## src/rtl/uart_tx_sched.sv

```systemverilog
// Round-robin scheduler sharing one UART TX shifter and baud generator among N_REQ packet sources.
// Optional per-packet header (0x55, 0xA0|src) enabled by defining UART_SCHED_HDR_EN.
module uart_tx_sched #(
  parameter int unsigned N_REQ       = 3,
  parameter int unsigned TIMEOUT_CYC = 50_000
) (
  input  logic                 clk_in,
  input  logic                 rst,
  input  logic [N_REQ-1:0]     req_valid,
  input  logic [N_REQ-1:0]     req_last,
  input  logic [8*N_REQ-1:0]   req_data,
  output logic [N_REQ-1:0]     req_ready,
  output logic [N_REQ-1:0]     grant,
  output logic                 tx_start,
  output logic [7:0]           tx_byte,
  input  logic                 tx_done,
  output logic                 bps_clk_en,
  output logic                 pkt_abort
);

  localparam int unsigned IDX_W = (N_REQ > 1) ? $clog2(N_REQ) : 1;
  localparam int unsigned CNT_W = $clog2(TIMEOUT_CYC + 1);

  typedef enum logic [2:0] {
    IDLE,
`ifdef UART_SCHED_HDR_EN
    HDR0,
    HDR1,
`endif
    SEND,
    WAIT
  } state_t;

  state_t             state_q, state_d;
  logic [IDX_W-1:0]   last_q, last_d;
  logic [N_REQ-1:0]   grant_q, grant_d;
  logic               tx_start_q, tx_start_d;
  logic [7:0]         tx_byte_q, tx_byte_d;
  logic               bps_q, bps_d;
  logic               abort_q, abort_d;
  logic               lflag_q, lflag_d;
  logic [CNT_W-1:0]   cnt_q, cnt_d;

  logic [IDX_W-1:0]   win_idx;
  logic [IDX_W-1:0]   cand;
  logic               win_found;
  logic               sel_valid;
  logic               sel_last;
  logic [7:0]         sel_data;

  // Round-robin search starting just after the previous owner.
  always_comb begin
    win_idx   = '0;
    win_found = 1'b0;
    cand      = '0;
    for (int unsigned k = 1; k <= N_REQ; k++) begin
      cand = IDX_W'((32'(last_q) + k) % N_REQ);
      if (!win_found && req_valid[cand]) begin
        win_idx   = cand;
        win_found = 1'b1;
      end
    end
  end

  // Byte lane of the current owner.
  always_comb begin
    sel_valid = 1'b0;
    sel_last  = 1'b0;
    sel_data  = '0;
    for (int i = 0; i < int'(N_REQ); i++) begin
      if (grant_q[i]) begin
        sel_valid = sel_valid | req_valid[i];
        sel_last  = sel_last | req_last[i];
        sel_data  = sel_data | req_data[8*i +: 8];
      end
    end
  end

  always_comb begin
    req_ready = (state_q == SEND) ? grant_q : '0;
  end

  always_ff @(posedge clk_in or posedge rst) begin
    if (rst) begin
      state_q    <= IDLE;
      last_q     <= IDX_W'(N_REQ - 1);
      grant_q    <= '0;
      tx_start_q <= 1'b0;
      tx_byte_q  <= '0;
      bps_q      <= 1'b0;
      abort_q    <= 1'b0;
      lflag_q    <= 1'b0;
      cnt_q      <= '0;
    end else begin
      state_q    <= state_d;
      last_q     <= last_d;
      grant_q    <= grant_d;
      tx_start_q <= tx_start_d;
      tx_byte_q  <= tx_byte_d;
      bps_q      <= bps_d;
      abort_q    <= abort_d;
      lflag_q    <= lflag_d;
      cnt_q      <= cnt_d;
    end
  end

  always_comb begin
    state_d    = state_q;
    last_d     = last_q;
    grant_d    = grant_q;
    tx_start_d = 1'b0;
    tx_byte_d  = tx_byte_q;
    bps_d      = bps_q;
    abort_d    = 1'b0;
    lflag_d    = lflag_q;
    cnt_d      = cnt_q;

    case (state_q)
      IDLE: begin
        if (|req_valid) begin
          for (int i = 0; i < int'(N_REQ); i++) begin
            grant_d[i] = (win_idx == IDX_W'(i));
          end
          last_d = win_idx;
          bps_d  = 1'b1;
          cnt_d  = '0;
`ifdef UART_SCHED_HDR_EN
          state_d    = HDR0;
          tx_start_d = 1'b1;
          tx_byte_d  = 8'h55;
`else
          state_d    = SEND;
`endif
        end
      end
`ifdef UART_SCHED_HDR_EN
      HDR0: begin
        if (tx_done) begin
          state_d    = HDR1;
          tx_start_d = 1'b1;
          tx_byte_d  = {4'hA, 1'b0, 3'(last_q)};
        end
      end
      HDR1: begin
        if (tx_done) begin
          state_d = SEND;
        end
      end
`endif
      SEND: begin
        if (sel_valid) begin
          tx_byte_d  = sel_data;
          tx_start_d = 1'b1;
          lflag_d    = sel_last;
          cnt_d      = '0;
          state_d    = WAIT;
        end else if (cnt_q == CNT_W'(TIMEOUT_CYC)) begin
          // Stalled source loses the grant but keeps its rotation slot.
          abort_d = 1'b1;
          grant_d = '0;
          bps_d   = 1'b0;
          cnt_d   = '0;
          state_d = IDLE;
        end else begin
          cnt_d = cnt_q + 1'b1;
        end
      end
      WAIT: begin
        if (tx_done) begin
          if (lflag_q) begin
            grant_d = '0;
            bps_d   = 1'b0;
            state_d = IDLE;
          end else begin
            state_d = SEND;
          end
        end
      end
      default: begin
        state_d = IDLE;
        grant_d = '0;
        bps_d   = 1'b0;
      end
    endcase
  end

  assign grant      = grant_q;
  assign tx_start   = tx_start_q;
  assign tx_byte    = tx_byte_q;
  assign bps_clk_en = bps_q;
  assign pkt_abort  = abort_q;

endmodule
```

## config.mk

```make
export PLATFORM = sky130hd
export DESIGN_NAME = uart_tx_sched
export DESIGN_NICKNAME = d
export VERILOG_FILES = /design/src/rtl/uart_tx_sched.sv
export SDC_FILE = /design/constraint.sdc
export NUM_CORES = 1
export LEC_CHECK = 0
export CAP_MARGIN = 20
export CORE_MARGIN = 2
export CORE_UTILIZATION = 40
export CTS_CLUSTER_DIAMETER = 30
export CTS_CLUSTER_SIZE = 40
export DETAILED_ROUTE_END_ITERATION = 10
export PLACE_DENSITY = 0.79
export SETUP_SLACK_MARGIN = 0.1
export SKIP_CTS_REPAIR_TIMING = 1
export SLEW_MARGIN = 30
export SYNTH_ARGS = -nofsm -noshare
export SYNTH_HDL_FRONTEND = slang
export SYNTH_SLANG_ARGS = --single-unit
```

## constraint.sdc

```tcl
create_clock -name clk_in -period 3.61 [get_ports clk_in]
set_input_delay 0.361 -clock clk_in [delete_from_list [all_inputs] [get_ports clk_in]]
set_output_delay 0.361 -clock clk_in [all_outputs]
set_load 0.03 [all_outputs]
```

==> run summary, run 1 <==
Outcome -> complete, no violations
Global-route wire length before repair -> 7.42 mm
Ratio of cells with drive above 1 in the final layout -> 0.0792
P_leak -> 0.00108 uW
Post-Route WL -> 4.68 mm
Die Span X -> 74.1 um
Port bufs -> 49
Worst-Margin Slew -> 722 ps
GRT overflow -> 0
Final ANT Viol Nets -> 0
Initial antenna violation count -> 0
# IOs -> 50
Synth Cell Area -> 0.00196 mm2
Final HPWL DP -> 3.45 mm
Via count -> 1,816
Pin count of the biggest net entering global routing -> 27
Worst R2R End -> cnt_q[13]$_DFFE_PP0P_
Antenna Cells -> 0
Total CTS buffers -> 5
Layout Area Growth over Synthesis -> 33.6%
Req. time, crit path -> 3780 ps
Unrepaired setup endpoints after global routing -> false
Drt via density -> 5.47
Layout Skew -> 13.3 ps
PwrDens -> 760 mW/mm2
Wire per inst -> 14.1 um
Critical Path Sink Type -> flop
CTS root buffer -> clkbuf_8
Die Area -> 0.00548 mm2
Critical R2R Launch -> cnt_q[10]$_DFFE_PP0P_
DRT iter0 DRCs -> 121
Placed cell count -> 324
GRT Overall Usage -> 0.175
Starting density of the core -> 0.416
Yosys reg bits -> 35
Drt pass-1 iters -> 4
FMAX -> 0.425 GHz
Core footprint -> 0.00472 mm2
Non-Filler Instances -> 332
Clk buf depth -> 2
Vias in the first global route -> 1,645
Worst vdd ir -> 0.000290 V
Startpoint Class -> flop
Placer Congestion -> 0.836
Final setup viols -> 0
FP Rows -> 25
Filler Cell Count -> 428
Fin crit share -> 0.651
Max-slew violations -> 0
Clock transition at the registers of the reported paths -> 80 ps
Synthesized Nets -> 253
Clock sink count -> 35
Crit-path max FO -> 12
H-tree depth -> 2
Async SR Flop Fraction -> 1.00
Die height -> 74.1 um
Fin util -> 0.555
Hold_ws -> 418 ps
R2R setup slack -> 1260 ps
Count of cell types in the netlist -> 46
Tmin final -> 2350 ps
Worst hold path type -> primary input to asynchronous set/reset pin
Clk Latency, worst-skew pair -> 290 ps
Final Hold Fails -> 0
DRC -> 0
Avg Inst Size Synth -> 9.17 um2
CTS tree -> built
EDFF count, synth -> 0
Critical path arrival -> 2520 ps
Max_cap viols -> 0
Setup TNS -> 0 ps
Reg2Reg Depth -> 5
Top_reg_cell synth -> dfrtp_1
Sequential share of the synthesized area -> 0.447
YS warnings -> 0
Final net count -> 303
Syn Inst Count -> 214
Power Total -> 1990 uW
WS Path Type -> flop to flop
Slew headroom -> 0.519
==> stage by stage <==
step | setup WS [ps] | cell area [um2]
floorplan | 1750 | 1960
global placement | 1120 | 2510
finish | 1260 | 2620
global route | 1110 | 2620
CTS | 1260 | 2620
detailed placement | 1050 | 2510
==> cells by family after synthesis <==
logic type / Yosys count / share of synthesized area
simple gates: 92 / 0.245
compound gates: 61 / 0.217
flops: 35 / 0.447
buf+inv: 16 / 0.0351
fa+ha+maj: 6 / 0.0382
xor+xnor: 3 / 0.0134
mux: 1 / 0.00510
==> cells in the mapped netlist, types with 4 or more instances <==
library cell / n / area, um2
clkbuf_1: 5 / 18.8
a21oi_1: 17 / 85.1
inv_1: 8 / 30.0
a222oi_1: 10 / 100
nand3_1: 6 / 30.0
nand2_1: 20 / 75.1
dfrtp_1: 34 / 851
nand4_1: 4 / 25.0
nor2_1: 23 / 86.3
ha_1: 6 / 75.1
nor3_1: 13 / 65.1
o21ai_0: 14 / 70.1
==> metal layers <==
| layer | global-route usage | wire length [um] | vias to the layer above |
|---|---|---|---|
| met5 | 0 | 0 | - |
| met4 | 0.0626 | 62 | 0 |
| li1 | - | - | 895 |
| met2 | 0.307 | 2270 | 69 |
| met1 | 0.203 | 2010 | 845 |
| met3 | 0.0515 | 340 | 7 |
==> critical path: stages, from the launching register on <==
cell and delay (ps):
dfrtp_1 430, or4b_4 570, nor4_4 660, nor2_2 200, nor2_1 260, nor4_1 100
==> cell usage in the layout (no fill, tap or decap), drive strengths merged, types with 2 or more instances in the layout <==
| cell type | Yosys | layout |
|---|---|---|
| clkinv | 1 | 3 |
| nand3b | 2 | 2 |
| nor4 | 3 | 3 |
| o211ai | 2 | 2 |
| inv | 8 | 8 |
| o21ai | 15 | 15 |
| clkbuf | 5 | 5 |
| nor3 | 13 | 13 |
| and2 | 3 | 3 |
| nand2 | 20 | 20 |
| nor2 | 24 | 24 |
| ha | 6 | 6 |
| a31oi | 3 | 3 |
| nor2b | 3 | 3 |
| a21o | 3 | 3 |
| dfrtp | 34 | 34 |
| or4b | 2 | 2 |
| a21oi | 17 | 17 |
| nand4 | 4 | 4 |
| a222oi | 10 | 10 |
| nand2b | 3 | 3 |
| o31ai | 3 | 3 |
| o211a | 2 | 2 |
| and3 | 4 | 4 |
| clkdlybuf4s50 | 0 | 49 |
| or2 | 2 | 2 |
| xor2 | 3 | 3 |
| nand3 | 6 | 6 |
==> state kept, by name, indices dropped and copies added (netlist names) <==
| signal | flops |
|---|---|
| cnt_q | 16 |
| last_q | 2 |
| tx_byte | 8 |
| state_q | 2 |
| pkt_abort | 1 |
| tx_start | 1 |
| grant | 3 |
| lflag_q | 1 |
| bps_clk_en | 1 |
==> final cells by class <==
| type | instances | area (um2) | area share |
|---|---|---|---|
| Clock buffer | 5 | 68.8 | 0.0262 |
| Clock inverter | 3 | 43.8 | 0.0167 |
| Timing Repair Buffer | 50 | 498 | 0.190 |
| Multi-Input combinational cell | 163 | 1020 | 0.388 |
| Inverter | 9 | 33.8 | 0.0129 |
| Tap cell | 67 | 83.8 | 0.0320 |
| Sequential cell | 35 | 877 | 0.334 |
==> worst max path at each step <==
stage	slack, ps	endpoint	start	cells past startpoint
after floorplan	1750	grant[0]$_DFFE_PP0P_	cnt_q[10]$_DFFE_PP0P_	5
after global placement	1120	cnt_q[13]$_DFFE_PP0P_	req_valid[1]	6
after detailed placement	1050	cnt_q[13]$_DFFE_PP0P_	req_valid[1]	6
after CTS	1260	cnt_q[13]$_DFFE_PP0P_	cnt_q[10]$_DFFE_PP0P_	5
after global routing	1110	cnt_q[13]$_DFFE_PP0P_	cnt_q[10]$_DFFE_PP0P_	5
final	1260	cnt_q[13]$_DFFE_PP0P_	cnt_q[10]$_DFFE_PP0P_	5
==> power by group <==
| part | switching, uW | total [uW] | internal [uW] | leakage [uW] |
|---|---|---|---|---|
| registers | 128 | 638 | 511 | 0.000450 |
| logic | 581 | 1000 | 421 | 0.000576 |
| clock network | 149 | 354 | 206 | 0.0000581 |
| total | 857 | 1990 | 1140 | 0.00108 |
Note: power is estimated with default switching activity, not from simulation.
==> inputs of run 2 (changes only) <==
- PLACE_DENSITY: 0.79 -> 0.82
- clock period: 3.61 -> 2.1 ns (I/O delays scaled with it)
==> run summary, run 2 (same netlist as run 1, synthesis figures left out) <==
Port bufs -> 49 (unchanged)
Drt via density -> 5.32 (was 5.47)
Hold_ws -> 319 ps (was 418 ps)
Global-route wire length before repair -> 7.89 mm (was 7.42 mm)
Internal power -> 2070 uW (was 1140 uW)
Clock sink count -> 35 (unchanged)
Worst-Margin Slew -> 517 ps (was 722 ps)
Reg2Reg Depth -> 6 (was 5)
Setup TNS -> 0 ps (unchanged)
Crit-path max FO -> 7 (was 12)
Final net count -> 329 (was 303)
Net Sw Power -> 1540 uW (was 857 uW)
Total CTS buffers -> 5 (unchanged)
Wire per inst -> 13.9 um (was 14.1 um)
DRT iter0 DRCs -> 126 (was 121)
Critical path origin -> cnt_q[5]$_DFFE_PP0P_ (was cnt_q[10]$_DFFE_PP0P_)
GRT overflow -> 0 (unchanged)
Filler Cell Count -> 380 (was 428)
Final Hold Fails -> 0 (unchanged)
Pin count of the biggest net entering global routing -> 36 (was 27)
Via count -> 1,905 (was 1,816)
Clock transition at the registers of the reported paths -> 70 ps (was 80 ps)
Die Area -> 0.00548 mm2 (unchanged)
Most flops, register -> cnt_q (unchanged)
Final WS setup -> 134 ps (was 1260 ps)
Antenna Cells -> 0 (unchanged)
Critical Path Sink -> grant[0]$_DFFE_PP0P_ (was cnt_q[13]$_DFFE_PP0P_)
Unrepaired setup endpoints after global routing -> true (was false)
Vias in the first global route -> 1,787 (was 1,645)
Starting density of the core -> 0.416 (unchanged)
Core footprint -> 0.00472 mm2 (unchanged)
Final setup viols -> 0 (unchanged)
Final HPWL DP -> 3.80 mm (was 3.45 mm)
Critical Path Sink Type -> flop (unchanged)
Max_cap viols -> 0 (unchanged)
Reg power frac -> 0.285 (was 0.320)
Worst hold path type -> primary input to asynchronous set/reset pin (unchanged)
Clock power frac -> 0.138 (was 0.178)
Pre-CTS setup slack -> 11.2 ps (was 1050 ps)
H-tree depth -> 2 (unchanged)
P_leak -> 0.00127 uW (was 0.00108 uW)
Final ANT Viol Nets -> 0 (unchanged)
Startpoint Class -> flop (unchanged)
Worst vdd ir -> 0.000563 V (was 0.000290 V)
WS Path Type -> flop to flop (unchanged)
GRT Overall Usage -> 0.187 (was 0.175)
Sw Ratio -> 0.427 (was 0.430)
FMAX -> 0.509 GHz (was 0.425 GHz)
Fin crit share -> 0.936 (was 0.651)
CTS root buffer -> clkbuf_8 (unchanged)
Layout Skew -> 5.64 ps (was 13.3 ps)
Die height -> 74.1 um (unchanged)
Number of flip-flops in the largest register -> 16 (unchanged)
Initial antenna violation count -> 0 (unchanged)
DRC -> 0 (unchanged)
CP peak stage delay -> 560 ps (was 660 ps)
Logic pwr share -> 0.577 (was 0.502)
FP Rows -> 25 (unchanged)
Most frequent cells in the layout -> clkdlybuf4s50_1 (46), dfrtp_1 (34), buf_4 (26) (was clkdlybuf4s50_1 (49), dfrtp_1 (34), nor2_1 (23))
Critical path arrival -> 2140 ps (was 2520 ps)
R2R setup slack -> 130 ps (was 1260 ps)
Critical R2R Launch -> cnt_q[5]$_DFFE_PP0P_ (was cnt_q[10]$_DFFE_PP0P_)
Slew headroom -> 0.655 (was 0.519)
Drt pass-1 iters -> 4 (unchanged)
Worst path cell trace -> or4b_4 > nor4_4 > buf_4 > buf_6 > o211ai_4 > a32o_1 (was or4b_4 > nor4_4 > nor2_2 > nor2_1 > nor4_1)
Clk Latency, worst-skew pair -> 280 ps (was 290 ps)
Clk buf depth -> 2 (unchanged)
Placer Congestion -> 0.865 (was 0.836)
# IOs -> 50 (unchanged)
Worst R2R End -> grant[0]$_DFFE_PP0P_ (was cnt_q[13]$_DFFE_PP0P_)
Layout Area Growth over Synthesis -> 44.4% (was 33.6%)
CP max stage cell -> or4b_4 (was nor4_4)
Die Span X -> 74.1 um (unchanged)
Power Total -> 3610 uW (was 1990 uW)
Commonest non-fill, non-tap cell in the layout -> clkdlybuf4s50_1 (unchanged)
CTS tree -> built (unchanged)
PwrDens -> 1270 mW/mm2 (was 760 mW/mm2)
Tmin final -> 1970 ps (was 2350 ps)
Ratio of cells with drive above 1 in the final layout -> 0.172 (was 0.0792)
Post-Route WL -> 4.98 mm (was 4.68 mm)
Max-slew violations -> 0 (unchanged)
Req. time, crit path -> 2270 ps (was 3780 ps)
Outcome -> complete, no violations (unchanged)
## run 2: cell count changes in the layout (fill, tap and decap cells not counted), sizes merged
cell	change
buf	+26
clkdlybuf4s50	-3
dlymetal6s2s	+3
clkbuf	+2
bufinv	-1
clkinv	-1
## run 2: worst max-delay path: cells and delay by family, from the launching register on
kind                   cells  cell delay [ps]
AOI/OAI and AO/OA          2              310
and+or+nand+nor            2              830
buffers and inverters      2              320
DFF                        1              390
## run 2: worst min path at each step
| stage | end | cells after the start |
|---|---|---|
| floorplan | state_q[1]$_DFFE_PP0P_ | 1 |
| global placement | bps_clk_en$_DFFE_PP0P_ | 1 |
| detailed placement | bps_clk_en$_DFFE_PP0P_ | 1 |
| CTS | cnt_q[11]$_DFFE_PP0P_ | 3 |
| global route | tx_byte[0]$_DFFE_PP0P_ | 3 |
| finish | cnt_q[11]$_DFFE_PP0P_ | 3 |
## run 2: metal layers
layer / up-vias / track usage / routed length, um
li1: 947 / - / -
met5: - / 0 / 0
met4: 0 / 0.0687 / 60
met1: 873 / 0.234 / 2160
met2: 80 / 0.318 / 2380
met3: 5 / 0.0420 / 377
## run 2: stage by stage
stage | area, um2 | cells | util
global placement | 2690 | 348 | 0.570
detailed placement | 2690 | 348 | 0.570
floorplan | 1960 | 214 | -
global route | 2840 | 358 | 0.600
finish | 2840 | 358 | 0.600
CTS | 2780 | 356 | 0.589
## run 2: power by group through the flow
stage / logic (uW) / registers (uW) / clock network, uW
finish: 2080 / 1030 / 496
global route: 2270 / 1050 / 544
CTS: 2030 / 1020 / 515
detailed placement: 2030 / 1040 / 0
global placement: 1970 / 1020 / 0
floorplan: 1020 / 1250 / 0
## run 2: cell type report
type | instances | area, um2 | share of cell area
multi-input cells | 163 | 1040 | 0.368
well taps | 67 | 83.8 | 0.0296
flip-flops and latches | 35 | 877 | 0.309
clock buffers | 7 | 86.3 | 0.0305
clock inverters | 1 | 5.00 | 0.00177
repair buffers | 76 | 704 | 0.248
inverters | 9 | 33.8 | 0.0119
==> inputs of run 3 (changes only) <==
- RECOVER_POWER: not set -> 50
- REMOVE_ABC_BUFFERS: not set -> 1
==> run summary, run 3 (same netlist as run 1, synthesis figures left out) <==
P_leak -> 0.00123 uW (was 0.00127 uW)
# IOs -> 50 (unchanged)
Final ANT Viol Nets -> 0 (unchanged)
Placer Congestion -> 0.859 (was 0.865)
Die height -> 74.1 um (unchanged)
Critical Path Sink Type -> flop (unchanged)
Fin crit share -> 0.981 (was 0.936)
Die Area -> 0.00548 mm2 (unchanged)
DRC -> 0 (unchanged)
Clock transition at the registers of the reported paths -> 70 ps (about the same)
Ratio of cells with drive above 1 in the final layout -> 0.162 (was 0.172)
WS Path Type -> flop to flop (unchanged)
Layout Area Growth over Synthesis -> 42.3% (was 44.4%)
Worst path top cell family by delay -> simple AND/OR/NAND/NOR gates (unchanged)
H-tree depth -> 2 (unchanged)
GRT Overall Usage -> 0.192 (was 0.187)
Clk Latency, worst-skew pair -> 290 ps (was 280 ps)
Wire per inst -> 14.6 um (was 13.9 um)
FP Rows -> 25 (unchanged)
Req. time, crit path -> 2260 ps (was 2270 ps)
Number of flip-flops in the largest register -> 16 (unchanged)
Core footprint -> 0.00472 mm2 (unchanged)
Final net count -> 322 (was 329)
Final HPWL DP -> 3.73 mm (was 3.80 mm)
Post-Route WL -> 5.13 mm (was 4.98 mm)
Total CTS buffers -> 5 (unchanged)
Max_cap viols -> 0 (unchanged)
Port bufs -> 49 (unchanged)
Antenna Cells -> 0 (unchanged)
Clock sink count -> 35 (unchanged)
Drt pass-1 iters -> 5 (was 4)
Pre-CTS setup slack -> 38.9 ps (was 11.2 ps)
Worst path bufs/invs -> 2 (unchanged)
Unrepaired setup endpoints after global routing -> true (unchanged)
Max-slew violations -> 0 (unchanged)
Cell area after placement -> 0.00264 mm2 (was 0.00269 mm2)
Crit-path max FO -> 8 (was 7)
Startpoint Class -> flop (unchanged)
Worst path cell trace -> inv_2 > ha_4 > or3b_4 > nor4_4 > nor2_2 > buf_4 > a21oi_2 > mux2i_1 (was or4b_4 > nor4_4 > buf_4 > buf_6 > o211ai_4 > a32o_1)
Starting density of the core -> 0.416 (unchanged)
Post-route cell area -> 0.00279 mm2 (was 0.00284 mm2)
Pin count of the biggest net entering global routing -> 36 (unchanged)
Clk buf depth -> 2 (unchanged)
CTS tree -> built (unchanged)
Die Span X -> 74.1 um (unchanged)
Drt via density -> 5.48 (was 5.32)
Slew headroom -> 0.430 (was 0.655)
Final Hold Fails -> 0 (unchanged)
Global-route wire length before repair -> 8.05 mm (was 7.89 mm)
Final WS setup -> 39.7 ps (was 134 ps)
Filler Cell Count -> 409 (was 380)
Vias in the first global route -> 1,845 (was 1,787)
Worst vdd ir -> 0.000517 V (was 0.000563 V)
Worst-Margin Slew -> 855 ps (was 517 ps)
Critical path arrival -> 2220 ps (was 2140 ps)
Outcome -> complete, no violations (unchanged)
Fin util -> 0.591 (was 0.600)
DRT iter0 DRCs -> 136 (was 126)
Via count -> 1,922 (was 1,905)
Worst hold path type -> flop to flop (was primary input to asynchronous set/reset pin)
Most frequent cells in the layout -> clkdlybuf4s50_1 (40), dfrtp_1 (34), nor2_1 (22) (was clkdlybuf4s50_1 (46), dfrtp_1 (34), buf_4 (26))
CP peak stage delay -> 430 ps (was 560 ps)
Initial antenna violation count -> 0 (unchanged)
FMAX -> 0.485 GHz (was 0.509 GHz)
Most flops, register -> cnt_q (unchanged)
CTS root buffer -> clkbuf_8 (unchanged)
GRT overflow -> 0 (unchanged)
PwrDens -> 1280 mW/mm2 (was 1270 mW/mm2)
Layout Skew -> 9.59 ps (was 5.64 ps)
Tmin final -> 2060 ps (was 1970 ps)
Final setup viols -> 0 (unchanged)
CP max stage cell -> dfrtp_1 (was or4b_4)
Commonest non-fill, non-tap cell in the layout -> clkdlybuf4s50_1 (unchanged)
==> run 3: changes by cell type in the layout (fill, tap and decap cells not counted), moves of 2 or more <==
cell and delta:
o21ai_0 -4, ha_1 -2, clkbuf_1 +2, dlygate4sd3_1 +6, buf_4 -9, o21ai_1 +4
clkdlybuf4s50_1 -6, clkbuf_2 +2
==> run 3: worst paths after layout <==
path | depth (start not counted) | slack (ps) | endpoint | start
worst max-delay path | 8 | 40 | cnt_q[8]$_DFFE_PP0P_ | cnt_q[0]$_DFFE_PP0P_
min in group asynchronous | 3 | 610 | cnt_q[8]$_DFFE_PP0P_ | rst
worst min register to register | 1 | 510 | bps_clk_en$_DFFE_PP0P_ | bps_clk_en$_DFFE_PP0P_
max in group asynchronous | 3 | 950 | tx_byte[1]$_DFFE_PP0P_ | rst
worst min-delay path | 1 | 510 | bps_clk_en$_DFFE_PP0P_ | bps_clk_en$_DFFE_PP0P_
worst max register to register | 8 | 40 | cnt_q[8]$_DFFE_PP0P_ | cnt_q[0]$_DFFE_PP0P_
==> run 3: through the flow <==
stage          power [uW]  hold WS (ps)  std cells  setup TNS, ps
6_report             3580           510        351              0
5_1_grt              3830           538        351          -77.3
4_1_cts              3480           331        349          -1.71
3_5_place_dp         3020           501        341              0
3_3_place_gp         2950           493        341              0
2_1_floorplan        2230           296        207          -10.8
==> run 3: per-layer routing <==
layer,vias to the layer above,GRT usage,wire [um]
li1,935,-,-
met5,-,0,0
met3,8,0.0623,332
met2,58,0.340,2590
met1,921,0.218,2130
met4,0,0.0626,72
==> run 3: power breakdown <==
part | leakage, uW | switching [uW] | internal (uW)
Sequential | 0.000450 | 140 | 880
Clock | 0.0000395 | 228 | 235
Combinational | 0.000740 | 1190 | 903
Total | 0.00123 | 1560 | 2020
==> run 3: final cells by class <==
class	instances	area, um2	share of cell area
Inverter	9	33.8	0.0121
Multi-Input combinational cell	163	1070	0.384
Timing Repair Buffer	69	647	0.232
Tap cell	67	83.8	0.0300
Sequential cell	35	877	0.314
Clock buffer	8	80.1	0.0287
==> run 3: worst reg2reg max path, stage by stage (launching register included) <==
cell	delay (ps)
dfrtp_1	430
inv_2	90
ha_4	130
or3b_4	380
nor4_4	390
nor2_2	90
buf_4	190
a21oi_2	140
mux2i_1	100
